## config.mk

```make
export PLATFORM = sky130hd
export DESIGN_NAME = rs_issue_select
export DESIGN_NICKNAME = d
export VERILOG_FILES = /design/src/rtl/rs_issue_select_pkg.sv /design/src/rtl/rs_issue_select_rr_arbiter.sv /design/src/rtl/rs_issue_select.sv
export SDC_FILE = /design/constraint.sdc
export NUM_CORES = 1
export LEC_CHECK = 0
export ABC_AREA = 1
export BUFFER_PORTS_ARGS = -buffer_cell sky130_fd_sc_hd__buf_2
export CELL_PAD_IN_SITES_DETAIL_PLACEMENT = 0
export CELL_PAD_IN_SITES_GLOBAL_PLACEMENT = 1
export CORE_AREA = 4 4 673 675
export CTS_CLUSTER_SIZE = 30
export DETAILED_ROUTE_END_ITERATION = 12
export DIE_AREA = 0 0 677 679
export HOLD_SLACK_MARGIN = 0.05
export PLACE_DENSITY_LB_ADDON = 0.1
export SETUP_SLACK_MARGIN = 0.4
export SYNTH_ARGS = -nofsm -noshare
export SYNTH_HDL_FRONTEND = slang
export SYNTH_SLANG_ARGS = --single-unit
```

## constraint.sdc

```tcl
create_clock -name clock -period 16.8 [get_ports clock]
set_input_delay 0.84 -clock clock [delete_from_list [all_inputs] [get_ports clock]]
set_output_delay 0.84 -clock clock [all_outputs]
set_load 0.1 [all_outputs]
```

## src/rtl/rs_issue_select_pkg.sv

```systemverilog
// -----------------------------------------------------------------------------
// rs_issue_select_pkg
// Shared machine-wide types and sizes for the issue path:
//   - ROB_LEN / RS_LEN : structure depths shared by the back end
//   - operand-select and ALU-function encodings
//   - is_packet_t      : instruction packet held by an RS entry and issued to an FU
//   - IS_PACKET_NOP    : bubble packet loaded into issue registers on reset
// -----------------------------------------------------------------------------
package rs_issue_select_pkg;

    localparam int ROB_LEN = 32;
    localparam int RS_LEN  = 8;

    localparam logic [31:0] NOP_INST = 32'h0000_0013;  // addi x0, x0, 0
    localparam logic [4:0]  ZERO_REG = 5'd0;

    typedef enum logic [1:0] {
        OPA_IS_RS1  = 2'h0,
        OPA_IS_NPC  = 2'h1,
        OPA_IS_PC   = 2'h2,
        OPA_IS_ZERO = 2'h3
    } alu_opa_select_t;

    typedef enum logic [3:0] {
        OPB_IS_RS2   = 4'h0,
        OPB_IS_I_IMM = 4'h1,
        OPB_IS_S_IMM = 4'h2,
        OPB_IS_B_IMM = 4'h3,
        OPB_IS_U_IMM = 4'h4,
        OPB_IS_J_IMM = 4'h5
    } alu_opb_select_t;

    typedef enum logic [4:0] {
        ALU_ADD  = 5'h00,
        ALU_SUB  = 5'h01,
        ALU_SLT  = 5'h02,
        ALU_SLTU = 5'h03,
        ALU_AND  = 5'h04,
        ALU_OR   = 5'h05,
        ALU_XOR  = 5'h06,
        ALU_SLL  = 5'h07,
        ALU_SRL  = 5'h08,
        ALU_SRA  = 5'h09
    } alu_func_t;

    typedef struct packed {
        logic [31:0]     npc;
        logic [31:0]     pc;
        logic [31:0]     rs1_value;
        logic [31:0]     rs2_value;
        alu_opa_select_t opa_select;
        alu_opb_select_t opb_select;
        logic [31:0]     inst;
        logic [4:0]      dest_reg_idx;
        alu_func_t       alu_func;
        logic            rd_mem;
        logic            wr_mem;
        logic            cond_branch;
        logic            uncond_branch;
        logic            halt;
        logic            illegal;
        logic            csr_op;
        logic            valid;
    } is_packet_t;

    localparam is_packet_t IS_PACKET_NOP = '{
        npc:           32'h0,
        pc:            32'h0,
        rs1_value:     32'h0,
        rs2_value:     32'h0,
        opa_select:    OPA_IS_RS1,
        opb_select:    OPB_IS_RS2,
        inst:          NOP_INST,
        dest_reg_idx:  ZERO_REG,
        alu_func:      ALU_ADD,
        rd_mem:        1'b0,
        wr_mem:        1'b0,
        cond_branch:   1'b0,
        uncond_branch: 1'b0,
        halt:          1'b0,
        illegal:       1'b0,
        csr_op:        1'b0,
        valid:         1'b0
    };

endpackage

```

## src/rtl/rs_issue_select_rr_arbiter.sv

```systemverilog
// -----------------------------------------------------------------------------
// rr_arbiter
// Combinational round-robin arbiter. Scans req upward starting at ptr,
// wrapping from N-1 to 0, and grants the first set bit.
//   req       in  N       request vector
//   ptr       in  log2 N  index with highest priority this cycle
//   grant     out N       one-hot grant (zero when no request)
//   grant_idx out log2 N  index of the granted bit (0 when no request)
//   any       out 1       at least one request present
// N must be a power of two so the index sum wraps by truncation.
// -----------------------------------------------------------------------------
module rr_arbiter #(
    parameter int N     = 8,
    parameter int PTR_W = $clog2(N)
) (
    input  logic [N-1:0]     req,
    input  logic [PTR_W-1:0] ptr,
    output logic [N-1:0]     grant,
    output logic [PTR_W-1:0] grant_idx,
    output logic             any
);

    logic             found_s;
    logic [PTR_W-1:0] idx_s;

    // Priority scan starting at ptr; the first hit wins.
    always_comb begin
        found_s   = 1'b0;
        grant_idx = '0;
        idx_s     = '0;
        for (int i = 0; i < N; i++) begin
            idx_s = ptr + PTR_W'(i);
            if (!found_s && req[idx_s]) begin
                found_s   = 1'b1;
                grant_idx = idx_s;
            end else begin
                found_s   = found_s;
            end
        end
    end

    // One-hot form of the winning index.
    always_comb begin
        if (found_s) begin
            grant = N'(1) << grant_idx;
        end else begin
            grant = '0;
        end
    end

    assign any = found_s;

endmodule

```

## src/rtl/rs_issue_select.sv

```systemverilog
// -----------------------------------------------------------------------------
// rs_issue_select
// Issue stage behind the reservation-station entries. Each cycle one busy,
// operand-ready entry is picked round-robin, its packet is latched into the
// issue register, and a one-hot clear is returned so the entry frees itself
// on the next edge.
//   clock           in   system clock, rising edge
//   reset           in   asynchronous active-high reset
//   entry_packet_in in   packet held by each RS entry
//   entry_busy      in   entry holds an instruction
//   entry_ready     in   entry operands are available
//   squash          in   branch recovery: drop issue register, no grant
//   fu_ready        in   FU accepts issue_packet this cycle
//   issue_packet    out  registered packet to the FU
//   issue_valid     out  issue_packet qualifier
//   clear_vec       out  combinational one-hot clear to the granted entry
//   stall_cycles    out  cycles with issue_valid=1 and fu_ready=0 (wraps)
// -----------------------------------------------------------------------------
module rs_issue_select
    import rs_issue_select_pkg::*;
#(
    parameter int RS_SIZE = RS_LEN,
    parameter int CNT_W   = 32
) (
    input  logic                 clock,
    input  logic                 reset,
    input  is_packet_t           entry_packet_in [RS_SIZE],
    input  logic [RS_SIZE-1:0]   entry_busy,
    input  logic [RS_SIZE-1:0]   entry_ready,
    input  logic                 squash,
    input  logic                 fu_ready,
    output is_packet_t           issue_packet,
    output logic                 issue_valid,
    output logic [RS_SIZE-1:0]   clear_vec,
    output logic [CNT_W-1:0]     stall_cycles
);

    localparam int PTR_W = $clog2(RS_SIZE);

    is_packet_t         issue_packet_r;
    logic               issue_valid_r;
    logic [PTR_W-1:0]   rr_ptr_r;
    logic [CNT_W-1:0]   stall_cycles_r;

    logic [RS_SIZE-1:0] cand_s;
    logic [RS_SIZE-1:0] grant_onehot_s;
    logic [PTR_W-1:0]   grant_idx_s;
    logic               any_s;
    logic               can_load_s;
    logic               grant_s;
    logic               stall_s;

    // An idle entry reports ready, so busy must qualify it.
    assign cand_s = entry_busy & entry_ready;

    rr_arbiter #(
        .N     (RS_SIZE),
        .PTR_W (PTR_W)
    ) u_arb (
        .req       (cand_s),
        .ptr       (rr_ptr_r),
        .grant     (grant_onehot_s),
        .grant_idx (grant_idx_s),
        .any       (any_s)
    );

    // Load is allowed when the register is empty or draining this edge.
    assign can_load_s = (!issue_valid_r || fu_ready) && !squash;
    assign grant_s    = can_load_s && any_s;
    assign stall_s    = issue_valid_r && !fu_ready && !squash;

    // Clear goes out combinationally so the entry frees on the same edge
    // that captures its packet; held off while reset is asserted.
    always_comb begin
        if (grant_s && !reset) begin
            clear_vec = grant_onehot_s;
        end else begin
            clear_vec = '0;
        end
    end

    // Issue register, round-robin pointer and stall counter.
    always_ff @(posedge clock or posedge reset) begin
        if (reset) begin
            issue_packet_r <= IS_PACKET_NOP;
            issue_valid_r  <= 1'b0;
            rr_ptr_r       <= '0;
            stall_cycles_r <= '0;
        end else begin
            if (grant_s) begin
                issue_packet_r <= entry_packet_in[grant_idx_s];
                issue_valid_r  <= 1'b1;
                rr_ptr_r       <= grant_idx_s + PTR_W'(1);
            end else if (squash || (fu_ready && issue_valid_r)) begin
                issue_valid_r  <= 1'b0;
            end else begin
                issue_valid_r  <= issue_valid_r;
            end

            if (stall_s) begin
                stall_cycles_r <= stall_cycles_r + CNT_W'(1);
            end else begin
                stall_cycles_r <= stall_cycles_r;
            end
        end
    end

    assign issue_packet = issue_packet_r;
    assign issue_valid  = issue_valid_r;
    assign stall_cycles = stall_cycles_r;

endmodule

```

==> results of run 1 <==
through the flow:
stage / std cells / setup slack (ns)
after floorplan: 4787 / 9.94
after global placement: 12100 / 9.66
after detailed placement: 12100 / 9.77
after CTS: 12200 / 9.41
after global routing: 12200 / 9.21
final: 12300 / 9.77
logic make-up after synthesis:
kind of cell | count (synthesis) | share of synthesized area (%)
and+or+nand+nor | 4071 | 67.5
buffers and inverters | 444 | 9.02
DFF | 220 | 21.8
xor gates and xnor gates | 34 | 1.21
AOI/OAI and AO/OA | 14 | 0.307
adders and majority gates | 4 | 0.198
routing by layer:
metal / global-route usage [%] / vias up
met5: 0 / -
met4: 1.86 / 168
met3: 3.65 / 757
met2: 24.8 / 1705
met1: 15.7 / 18900
li1: - / 18400
flip-flops by register name (all words and copies together) (netlist names):
signal        flops
issue_packet    184
stall_cycles     32
rr_ptr_r          3
issue_valid       1
cell type report:
class | instances | area share (%)
Clock inverter | 23 | 0.802
Clock buffer | 59 | 3.04
Multi-Input combinational cell | 4123 | 42.2
Tap cell | 5952 | 17.9
Inverter | 35 | 0.358
Sequential cell | 220 | 13.2
Antenna cell | 76 | 0.457
Timing Repair Buffer | 1783 | 22.0
critical path: cells and delay by family, from the launching register on:
kind                       cells  cell delay, ns
adders and majority gates      2            0.58
and+or+nand+nor               11            3.08
DFF                            1            0.58
buffers and inverters          4            1.15
cell usage in the layout, fill, tap and decap left out, types with 2 or more instances in the layout:
master,n
nand2_1,2669
nor3_1,4
buf_2,1716
clkbuf_8,11
clkbuf_1,4
nand2_8,2
inv_8,2
ha_1,4
nor4_1,5
o22ai_1,2
xor2_1,22
dfrtp_1,217
clkinv_2,8
buf_4,61
nor2_4,3
o21ai_0,8
nor2_1,30
xnor2_1,11
inv_1,30
dfstp_2,3
clkbuf_16,44
bufinv_16,7
clkinvlp_4,4
nand3_2,6
diode_2,76
nand4_1,7
nand3_4,2
nand3_1,1339
buf_12,6
inv_2,2
final timing paths:
path / from / to / slack [ns] / cells past startpoint
setup / recovery: rr_ptr_r[0] / clear_vec[7] / 9.77 / 17
hold / removal: reset / issue_packet[150] / 0.30 / 2
setup reg to reg: rr_ptr_r[0] / issue_packet[111] / 10.23 / 21
hold reg to reg: issue_packet[18] / issue_packet[18] / 0.47 / 2
max in group asynchronous: reset / issue_packet[86] / 13.92 / 5
min in group clock: issue_packet[18] / issue_packet[18] / 0.47 / 2
==> metrics, run 1 <==
clk buf depth 3; max_slew headroom 15.9%; Die W 677 µm; Final Skew 0.0544 ns; HPWL Detailed 265 mm; yosys warns 0; GRT Total Usage 13.4%; worst hold path class input pin to asynchronous set/reset pin; RSZ-0062 raised after global routing no; Yosys cell types 34; max incr delay on CP 0.79 ns; post-route cell area 0.0416 mm²; Setup CP Type flop to output pin; root buf cell clkbuf_16; fin nets 7703; Die H 679 µm; Post-synth EDFFs 0; max-cap violations 0; initial antenna violation count 412; Synth top area share 39.6%; Fmax 142 MHz; Synth Instances 4787; Area growth syn-to-layout 64.6%; critical path data arrival time 6.19 ns; core area 0.448 mm²; metal1 wirelength 131 mm; Primary FF master, synth dfrtp_1; Initial Util 5.65%; number of DRC markers in iteration 0 2534; CP Capture Type output pin; area of the multi-input gates 0.0176 mm²; total grt overflow 0; worst-path cell chain inv_4 -> ha_1 -> inv_1 -> nand3_1 -> nand3_1 -> nand2_1 -> nand3_2 -> nor2_4 -> nand3_1 -> nand3_1 -> nand2_8 -> nand2_8 -> nand2_1 -> inv_1 -> ha_1 -> nor3b_1 -> buf_2; syn avg cell area 5.29 µm²; post-synth top area cell nand2_1; post_cts resized 0; number of vias in the routed layout 39900; Post-DP Area 0.0399 mm²; Top Layer Used met5; Clock Sinks 220; met2 WL 163 mm; Pre-antenna DRT Iters 5; Filler Cell Count 53900; status completed; first-pass GRT wire length 418 mm; Cell Rows 246; H-tree levels 2; sequential cell area 0.00551 mm²; utilization after layout 9.31%; hold bufs inserted after CTS 0; measured slew at the worst slew-check pin 1.26 ns; WL final 323 mm; min Tclk post-route 7.03 ns; fin. max-slew vios 0; pin count of the biggest net entering global routing 169; Routed Antenna Nets 0; drc violations 0; cell mode on critical path nand3_1; flops & latches, synth 220; vias in the first global route 40900; Placer Congestion 0.816; Req. time, crit path 15.96 ns; sequential area share after synthesis 21.8%; clock slew at reported path FFs 0.05 ns; routed length on met3 20.6 mm; mapped cell area 0.0253 mm²; DR WL/cell 26.3 µm; most numerous cell in the Yosys netlist nand2_1; share of cells above drive strength 1 30.2%; Setup Viol. Count Final 0; worst skew pair latency 0.71 ns; Post-CTS Setup Repair Bufs 0; Critical Path Slowest Stage Cell nor3b_1; crit-path max FO 76; Vias per Instance 3.25; synth top area cells nand2_1 40%, nand3_1 27%, dfrtp_1 21%, buf_2 3.3%, clkbuf_1 2.4%; I/O pin count 1717; Tcrit/Tclk final 41.8%; Syn Nets 6283; async set or reset register ratio after synthesis 100%; TNS Setup 0 ns; final hold slack 0.298 ns; Buffers on Ports 1716; Critical Path Start Type flop; DIE AREA 0.460 mm²; final number of hold-violating endpoints 0; commonest cells in the synthesized netlist 2670 x nand2_1, 1340 x nand3_1, 217 x dfrtp_1; CTS tree built; CTS Buf Count 44
Power of run 1 is not shown: default switching activity piles up to over one toggle a cycle in this logic, so the estimate is an artifact.
==> run 2, diff against run 1 <==
ABC_AREA = 0   (was 1)
CORE_AREA = 4 4 661 663   (was 4 4 673 675)
DIE_AREA = 0 0 665 667   (was 0 0 677 679)
clock period = 5.75 ns   (was 16.8 ns; I/O delays follow)
==> run 2 against run 1 <==
Compared with the run above: register-to-register slack lost 9.5 ns; non-clock buffer count grew 756; utilization grew 1.1 points; clock-buffer cell count grew 7; synthesized area shrank 21%; setup slack lost 9.1 ns; hold slack lost 0.17 ns; cell count shrank 12%; clock skew shrank 0.042 ns; global-route usage grew 0.59 points; sequential share of layout area shrank 0.90 points; sequential cell count is the same.
==> metrics, run 2 <==
Pwr per Cell Area 936 mW/mm²; met2 Usage GRT 27.4%; Net Sw Power 26.0 mW; TNS Setup 0 ns; Post-Synth Adder-Cell Area 0.250%; DIE AREA 0.444 mm²; total grt overflow 0; Post-synth EDFFs 0; clk buf depth 3; critical path data arrival time 5.62 ns; final number of hold-violating endpoints 0; Post-Synth Simple-Gate Area 31.1%; Int Power 15.8 mW; DR WL/cell 30.0 µm; Pre-antenna DRT Iters 5; commonest cells in the synthesized netlist 769 x nand2_1, 369 x mux2i_1, 217 x dfrtp_1; sequential area share after synthesis 27.5%; Gate power share 85.4%; max incr delay on CP 0.56 ns; number of DRC markers in iteration 0 1810; pin count of the biggest net entering global routing 82; Die W 665 µm; largest family of logic cells by synthesized area simple AND/OR/NAND/NOR gates; post-synth top area cell dfrtp_1; met3 Track Usage GR 3.85%; Syn Nets 4211; maximum vdd drop 0.530 mV; Placer Congestion 0.861; WL final 326 mm; CTS tree built; Synth top area share 27.2%; most numerous cell in the Yosys netlist nand2_1; drc violations 0; status completed; Top Usage Layer GRT met2; first-pass GRT wire length 404 mm; Buffers on Ports 1716; measured slew at the worst slew-check pin 1.07 ns; fin cells 10800; Crit path max-delay family buffers and inverters; Routed Antenna Nets 0; synth top area cells dfrtp_1 27%, mux2i_1 18%, nand2_1 14%, a32oi_1 8.1%, and3_1 6.0%; Crit path buffers/inverters 5; Fmax 197 MHz; P_leak 19.0 nW; worst skew pair latency 0.67 ns; post-route cell area 0.0447 mm²; Primary FF master, synth dfrtp_1; core area 0.430 mm²; fin. max-slew vios 0; met1 Resource Use GR 15.1%; post-synthesis mux area share 19.6%; GRT Total Usage 14.0%; Tcrit/Tclk final 88.2%; min Tclk post-route 5.07 ns; Clock Sinks 220; initial antenna violation count 291; Critical Path Slowest Stage Cell dlygate4sd3_1; Req. time, crit path 6.30 ns; worst-path cell chain buf_6 -> ha_1 -> xor2_1 -> nor2_1 -> a2bb2oi_1 -> a32oi_1 -> o2111ai_1 -> a31o_2 -> and3_4 -> buf_12 -> buf_12 -> nand3_1 -> dlygate4sd3_1 -> and3_1 -> dlygate4sd3_1; Post-DP Area 0.0365 mm²; final hold slack 0.133 ns; share of cells above drive strength 1 39.1%; Seq pwr share 7.5%; HPWL Detailed 285 mm; root buf cell clkbuf_16; mapped cell area 0.0200 mm²; vias in the first global route 34900; commonest non-fill, non-tap cell in the layout buf_2; Initial Util 4.65%; Critical Path Start Type flop; I/O pin count 1717; Synth Instances 2715; reg-to-reg slack, setup 0.68 ns; Final Skew 0.0128 ns; flops & latches, synth 220; xor/xnor share of the synthesized area 1.58%; # placed instances 10100; fin worst setup slack 0.680 ns; CTS Buf Count 44; CP Capture Type flop; max_slew headroom 28.9%; yosys warns 0; fin nets 6560; H-tree levels 2; clock power share 7.1%; crit-path max FO 34; Vias per Instance 2.98; Cell Rows 241; switching portion of total power 62.2%; Die H 667 µm; Yosys cell types 57; worst hold path class input pin to flop; Filler Cell Count 50700; post-synthesis compound-gate area fraction 14.5%; pre-CTS setup slack 0.851 ns; Setup CP Type flop to flop; Setup Viol. Count Final 0; syn avg cell area 7.37 µm²; clock slew at reported path FFs 0.06 ns; max-cap violations 0; max FFs per register 184; Area growth syn-to-layout 123%; async set or reset register ratio after synthesis 100%; RSZ-0062 raised after global routing yes; highest-count cells in the layout ignoring fill and taps 1715 x buf_2, 769 x nand2_1, 657 x dlygate4sd3_1, 366 x mux2i_1, 216 x dfrtp_1; number of vias in the routed layout 32300
-- run 2: final cells by class --
| cell class | instances | area, µm² | share of cell area [%] |
|---|---|---|---|
| repair buffers | 2539 | 16900 | 37.9 |
| flip-flops and latches | 220 | 5510 | 12.3 |
| well taps | 5710 | 7140 | 16.0 |
| multi-input cells | 2251 | 13500 | 30.2 |
| clock inverters | 16 | 175 | 0.392 |
| inverters | 8 | 33.8 | 0.0756 |
| clock buffers | 66 | 1320 | 2.95 |
| diodes | 38 | 95.1 | 0.213 |
-- run 2: tightest hold or removal path: stages --
cell,delay [ns]
buf_2,0.15
nand2_1,0.08
nand3_1,0.09
and3_1,0.15
-- run 2: repair_timing --
| item | CTS | global route |
|---|---|---|
| endpoints found under the setup margin | 2 | 86 |
| hold buffers | 657 | 0 |
| endpoints found under the hold margin | 202 | 0 |
| resized for setup | 1 | 9 |
| pin swaps | 0 | 1 |
| setup buffers | 0 | 1 |
-- run 2: cells by family after synthesis --
family,Yosys count
AO/OA/AOI/OAI,418
XOR/XNOR,36
adder cells (fa/ha/maj),4
buffers and inverters,244
flip-flops,220
multiplexers,380
AND/OR/NAND/NOR,1413
-- run 2: path summary, 6_finish.rpt --
check / startpoint / end / depth (start not counted)
setup / recovery: rr_ptr_r[0] / issue_packet[60] / 15
hold / removal: entry_packet_in[258] / issue_packet[74] / 4
setup reg to reg: rr_ptr_r[0] / issue_packet[60] / 15
hold reg to reg: stall_cycles[31] / stall_cycles[31] / 1
max in group asynchronous: reset / issue_packet[75] / 5
min in group asynchronous: reset / stall_cycles[22] / 3
-- run 2: stage by stage --
stage | util (%) | power [mW]
2_1_floorplan | - | 21.5
3_3_place_gp | 8.47 | 37.3
3_5_place_dp | 8.47 | 37.2
4_1_cts | 10.3 | 43.4
5_1_grt | 10.4 | 44.7
6_report | 10.4 | 41.8
-- run 2: power by group through the flow --
stage | logic [mW] | clock network [mW] | registers [mW]
global route | 38.3 | 3.19 | 3.24
global placement | 34.1 | 0 | 3.22
floorplan | 14.0 | 0 | 7.55
CTS | 37.0 | 3.19 | 3.20
detailed placement | 34.0 | 0 | 3.20
finish | 35.8 | 2.96 | 3.13
-- run 2: per-layer routing --
metal / routed length [µm] / part of all wire (%)
met1: 121000 / 37
met2: 177000 / 54
met3: 21100 / 6.5
met4: 6110 / 1.9
met5: 619 / 0.19
Power figures use the tool's default switching activity.
